--- config.mk ---
export PLATFORM = sky130hd
export DESIGN_NAME = addr_xlate_table
export DESIGN_NICKNAME = d
export VERILOG_FILES = /design/src/rtl/addr_xlate_pkg.sv /design/src/rtl/addr_xlate_match.sv /design/src/rtl/addr_xlate_table.sv
export SDC_FILE = /design/constraint.sdc
export NUM_CORES = 1
export LEC_CHECK = 0
export CORE_MARGIN = 2
export CORE_UTILIZATION = 62
export DETAILED_ROUTE_END_ITERATION = 12
export PLACE_DENSITY = 0.87
export SYNTH_ARGS = -nofsm -noshare
export SYNTH_HDL_FRONTEND = slang
export SYNTH_SLANG_ARGS = --single-unit
--- constraint.sdc ---
create_clock -name clk -period 2.68 [get_ports clk]
set_input_delay 0.536 -clock clk [delete_from_list [all_inputs] [get_ports clk]]
set_output_delay 0.536 -clock clk [all_outputs]
set_load 0.01 [all_outputs]
--- src/rtl/addr_xlate_pkg.sv ---
// Shared constants for the router address translation table.
// The optional reverse (physical->logical) lookup is enabled with ADDR_XLATE_REVERSE_EN.
package addr_xlate_pkg;

    localparam logic XLATE_DIR_L2P         = 1'b0;
    localparam logic XLATE_DIR_P2L         = 1'b1;
    localparam logic XLATE_MODE_TRANSLATE  = 1'b0;
    localparam logic XLATE_MODE_BYPASS     = 1'b1;

endpackage

--- src/rtl/addr_xlate_match.sv ---
// Combinational lowest-index priority compare of a key against every table entry.
// idx is 0 and hit is 0 when no entry matches.
module addr_xlate_match
    import addr_xlate_pkg::*;
#(
    parameter int ADDR_WIDTH  = 4,
    parameter int NUM_ROUTERS = 16
) (
    input  logic [NUM_ROUTERS-1:0][ADDR_WIDTH-1:0] entries,
    input  logic [ADDR_WIDTH-1:0]                  key,
    output logic [ADDR_WIDTH-1:0]                  idx,
    output logic                                   hit
);

    // Scan from the top down so the lowest matching index is the last one written.
    always_comb begin
        idx = '0;
        hit = 1'b0;
        for (int i = NUM_ROUTERS - 1; i >= 0; i--) begin
            if (entries[i] == key) begin
                idx = ADDR_WIDTH'(i);
                hit = 1'b1;
            end
        end
    end

endmodule

--- src/rtl/addr_xlate_table.sv ---
// Programmable logical/physical router address translation table with a two-stage lookup pipeline.
// Define ADDR_XLATE_REVERSE_EN to add the req_dir port and physical->logical lookups.
module addr_xlate_table
    import addr_xlate_pkg::*;
#(
    parameter int ADDR_WIDTH     = 4,
    parameter int NUM_ROUTERS    = 16,
    parameter int MISS_CNT_WIDTH = 16
) (
    input  logic                      clk,
    input  logic                      rst,
    input  logic                      cfg_we,
    input  logic [ADDR_WIDTH-1:0]     cfg_idx,
    input  logic [ADDR_WIDTH-1:0]     cfg_data,
    input  logic                      cfg_mode_we,
    input  logic                      cfg_mode,
    input  logic                      req_valid,
    output logic                      req_ready,
    input  logic [ADDR_WIDTH-1:0]     req_addr,
`ifdef ADDR_XLATE_REVERSE_EN
    input  logic                      req_dir,
`endif
    output logic                      rsp_valid,
    input  logic                      rsp_ready,
    output logic [ADDR_WIDTH-1:0]     rsp_addr,
    output logic                      rsp_hit,
    output logic                      mode,
    output logic [MISS_CNT_WIDTH-1:0] miss_count
);

    logic [NUM_ROUTERS-1:0][ADDR_WIDTH-1:0] tbl;
    logic                                   mode_q;

    logic                  s1_valid;
    logic [ADDR_WIDTH-1:0] s1_addr;
`ifdef ADDR_XLATE_REVERSE_EN
    logic                  s1_dir;
`endif

    logic                      s2_valid;
    logic [ADDR_WIDTH-1:0]     s2_addr;
    logic                      s2_hit;
    logic [MISS_CNT_WIDTH-1:0] miss_q;

    logic                  s2_adv;
    logic [ADDR_WIDTH-1:0] match_idx;
    logic                  match_hit;
    logic [ADDR_WIDTH-1:0] nxt_addr;
    logic                  nxt_hit;

    // Table and mode are ordinary registers, so a write becomes visible to the
    // S1->S2 transfer one cycle later; a transfer in the write cycle sees old data.
    always_ff @(posedge clk) begin
        if (rst) begin
            for (int i = 0; i < NUM_ROUTERS; i++) begin
                tbl[i] <= ADDR_WIDTH'(i);
            end
            mode_q <= XLATE_MODE_TRANSLATE;
        end else begin
            if (cfg_we && (32'(cfg_idx) < NUM_ROUTERS)) begin
                tbl[cfg_idx] <= cfg_data;
            end
            if (cfg_mode_we) begin
                mode_q <= cfg_mode;
            end
        end
    end

    addr_xlate_match #(
        .ADDR_WIDTH  (ADDR_WIDTH),
        .NUM_ROUTERS (NUM_ROUTERS)
    ) u_match (
        .entries (tbl),
        .key     (s1_addr),
        .idx     (match_idx),
        .hit     (match_hit)
    );

    always_comb begin
        nxt_addr = match_idx;
        nxt_hit  = match_hit;
`ifdef ADDR_XLATE_REVERSE_EN
        if (s1_dir == XLATE_DIR_P2L) begin
            if (32'(s1_addr) < NUM_ROUTERS) begin
                nxt_addr = tbl[s1_addr];
                nxt_hit  = 1'b1;
            end else begin
                nxt_addr = '0;
                nxt_hit  = 1'b0;
            end
        end
`endif
        if (mode_q == XLATE_MODE_BYPASS) begin
            nxt_addr = s1_addr;
            nxt_hit  = 1'b1;
        end
    end

    // Handshakes: a beat moves on a clock edge where valid & ready are both high;
    // a held valid keeps its payload unchanged until ready; ready may depend
    // combinationally on the downstream ready but valid never depends on ready.
    assign s2_adv    = !s2_valid || rsp_ready;
    assign req_ready = !s1_valid || s2_adv;

    always_ff @(posedge clk) begin
        if (rst) begin
            s1_valid <= 1'b0;
            s1_addr  <= '0;
`ifdef ADDR_XLATE_REVERSE_EN
            s1_dir   <= XLATE_DIR_L2P;
`endif
            s2_valid <= 1'b0;
            s2_addr  <= '0;
            s2_hit   <= 1'b0;
            miss_q   <= '0;
        end else begin
            if (req_ready) begin
                s1_valid <= req_valid;
                if (req_valid) begin
                    s1_addr <= req_addr;
`ifdef ADDR_XLATE_REVERSE_EN
                    s1_dir  <= req_dir;
`endif
                end
            end
            if (s2_adv) begin
                s2_valid <= s1_valid;
                if (s1_valid) begin
                    s2_addr <= nxt_addr;
                    s2_hit  <= nxt_hit;
                end
            end
            if (s2_valid && rsp_ready && !s2_hit && (miss_q != '1)) begin
                miss_q <= miss_q + MISS_CNT_WIDTH'(1);
            end
        end
    end

    assign rsp_valid  = s2_valid;
    assign rsp_addr   = s2_addr;
    assign rsp_hit    = s2_hit;
    assign mode       = mode_q;
    assign miss_count = miss_q;

endmodule

==> impl_results.md <==
* Fin Setup TNS at 0 ps
* Post-synthesis simple-gate area fraction at ~22%
* Via Count at approximately 3,800
* YS warnings at 0
* CP most frequent cell: clkdlybuf4s50_1
* Int Pwr at between 2000 and 2500 µW
* Power Dens Cells at just over 500 nW/µm²
* Combinational family with the most area after synthesis: simple AND/OR/NAND/NOR gates
* Synth area leaders: dfxtp_1 39%, xnor2_1 8.5%, nor2_1 6.0%
* Post-Synth Adder-Cell Area at less than 1%
* DRC errors left at 0
* Max_slew headroom at between 40% and 50%
* Worst skew pair latency at about 370 ps
* Final setup viols at 0
* PortBufs at 42
* Post-layout util at about 73%
* Post-cts resize count at 0
* Clock root buffer: clkbuf_8
* Die area at approximately 8300 µm²
* Pre-CTS setup slack at just over 300 ps
* Final worst slack at about 280 ps
* Comb power frac at between 10% and 20%
* Sw power at a little under 700 µW
* Vias/cell at between 5 and 6
* Clock power frac at between 30 and 40%
* DRT Pass-1 Iters at 4
* First-pass GRT wire length at 17,230 µm
* N_diodes at 0
* Final hold viol count at 0
* Sequential share of power at a little over half
* Fin area at roughly 5400 µm²
* CTS Sinks at 92
* Vias in the first global route at between 3,000 and 4,000
* Core area at around 7300 µm²
* Clk slew on worst S/H paths at 80 ps
* Sw Share at 25.30%
* Arr. time, crit path at roughly 1900 ps
* Required @ worst endpoint at between 2000 and 2500 ps
* Die H at around 91 µm
* Depth of the CTS H-tree at 3
* Die width at between 90 and 100 µm
* Synth Area in XOR/XNOR at 14.29%
* Fraction of synthesized area in multiplexers at about 4.7%
* Setup Buffers After CTS at 0
* Complex-gate fraction of the synthesized area at 14.77%
* # hold bufs at CTS at 0
* Final layout net count at roughly 570
* Drt first-iter violations at approximately 230
* Max incr delay on CP at between 500 and 600 ps
* CP max FO at 6
* Run status: complete, no violations
* Commonest non-fill, non-tap cell in the layout: dfxtp_1
* Synthesized cell area at approximately 4700 µm²
* # rows at 31
* Cts bufs inserted at 9
* Area grow syn2layout at 14.16%
* Clk_skew at between 6 and 7 ps
* Crit share post-route at approximately 89%
* # Max-Cap Violations at 0
* Total Routing Usage GR at 25.66%
* Maximum VDD drop at between 0.3 and 0.4 mV
* Register bit total from synthesis at 92
* Routed Antenna Nets at 0
* Synth cell types at 60
* RSZ-0062 raised after global routing: false
* Post-synth EDFFs at 0
* Pin count of the biggest net entering global routing at 39
* Post-synth top area share at between 30% and 40%
* Final Wtd Congestion at roughly 0.80
* Top-level I/O count at 43
* Total leakage power at approximately 0.0019 µW
* Crit path time final at approximately 2400 ps
* Crit path launch type: input pin
* Yosys top cell by area: dfxtp_1
* Max Freq at between 400 and 500 MHz
* Tightest Hold Check Type: flop to flop
* Initial core utilization at between 60% and 70%
* Top_reg_cell synth: dfxtp_1
* Commonest cells after routing, fill and taps aside: 92 x dfxtp_1, 76 x nor2_1, 46 x xnor2_1
* Total grt overflow at 0
* Detailed Place HPWL at just over 7000 µm
* Syn Inst Count at approximately 510
* Fraction of layout cells with a size suffix above 1 at approximately 8%
* Slew Viols, Final at 0
* Crit Path Class: input pin to primary output
* Post-DP Area at just over 5000 µm²
* Slowest-stage cell, CP: clkdlybuf4s50_1
* Crit-path cells: clkdlybuf4s50_1 > nor2b_1 > nand2_1 > clkdlybuf4s50_1
* Async SR Flop Fraction at 0%
* Clock tree buffer depth at 2
* Register area share after synthesis at between 30% and 40%
* TritonCTS clock tree: built
* Slew at the pin with the worst max-slew slack at roughly 800 ps
* CP Capture Type: primary output
* Post-Syn Nets at 532
* Syn avg cell area at about 9.2 µm²
* Drt wl/cell at roughly 16 µm
* Initial antenna violation count at 0
* Routed WL at just over 10,000 µm
Yosys cell counts (all sizes together) (2+ instances only):
library cell	instances
a21o	2
o31ai	3
a211oi	2
nor3	3
nand3b	4
or3	3
buf	13
and4	4
nand4	16
inv	10
xnor2	46
a31oi	3
nand2b	5
a21boi	2
dfxtp	92
o2111ai	2
a211o	32
o21ai	2
xor2	31
nor2	76
and2	4
o211ai	4
clkbuf	19
nand3	15
a221oi	2
a21oi	22
nor4	8
mux2i	22
nand2	17
and3	3
nor2b	28
critical path, delay by kind of cell:
family	cells	cell delay [ps]
buf+inv	2	930
simple gates	2	400
kinds of logic (layout without fill, tap and decap cells):
| family | count (synthesis) | count (layout) |
|---|---|---|
| multiplexers | 22 | 22 |
| AO/OA/AOI/OAI | 87 | 87 |
| XOR/XNOR | 77 | 77 |
| flip-flops | 92 | 92 |
| AND/OR/NAND/NOR | 191 | 191 |
| buffers and inverters | 42 | 80 |
| adder cells (fa/ha/maj) | 1 | 1 |
registers in the layout (all words and copies together), names as in the netlist:
| name | flops |
|---|---|
| tbl | 64 |
| miss_count | 16 |
| rsp_addr | 4 |
| s1_addr | 4 |
| mode | 1 |
| rsp_hit | 1 |
| rsp_valid | 1 |
| s1_valid | 1 |
power groups by stage:
| stage | logic [µW] | clock network [µW] | registers [µW] |
|---|---|---|---|
| 2_1_floorplan | 233 | 0 | 1450 |
| 3_3_place_gp | 316 | 0 | 1460 |
| 3_5_place_dp | 324 | 0 | 1460 |
| 4_1_cts | 326 | 970 | 1420 |
| 5_1_grt | 356 | 1040 | 1430 |
| 6_report | 327 | 960 | 1430 |
per-stage QoR:
| stage | instances | hold slack (ps) | power [µW] |
|---|---|---|---|
| 2_1_floorplan | 512 | 448.8 | 1680 |
| 3_3_place_gp | 633 | 457.2 | 1771 |
| 3_5_place_dp | 633 | 472.0 | 1780 |
| 4_1_cts | 649 | 483.7 | 2721 |
| 5_1_grt | 649 | 520.6 | 2820 |
| 6_report | 649 | 481.0 | 2712 |
final cells by class:
type | instances | area (µm²)
Tap cell | 99 | 123.9
Inverter | 10 | 37.54
Clock buffer | 12 | 155.1
Fill cell | 517 | 1943
Multi-Input combinational cell | 378 | 2651
Clock inverter | 4 | 47.55
Sequential cell | 92 | 1842
Timing Repair Buffer | 54 | 530.5
worst paths after layout:
kind	startpoint	to	slack, ps	cells past startpoint
worst max-delay path	rsp_ready	req_ready	280	4
worst min-delay path	tbl[2]	tbl[2]	480	2
worst max register to register	s1_addr[2]	rsp_hit	520	6
worst min register to register	tbl[2]	tbl[2]	480	2
metal layers:
metal,global-route usage (%),vias to the layer above,wire length [µm]
met5,0,-,0
met3,4.398,15,524
li1,-,1844,-
met4,10.73,0,166
met2,42.35,104,4782
met1,33.18,1819,4641
No activity file was read; power rests on OpenSTA's default activity.
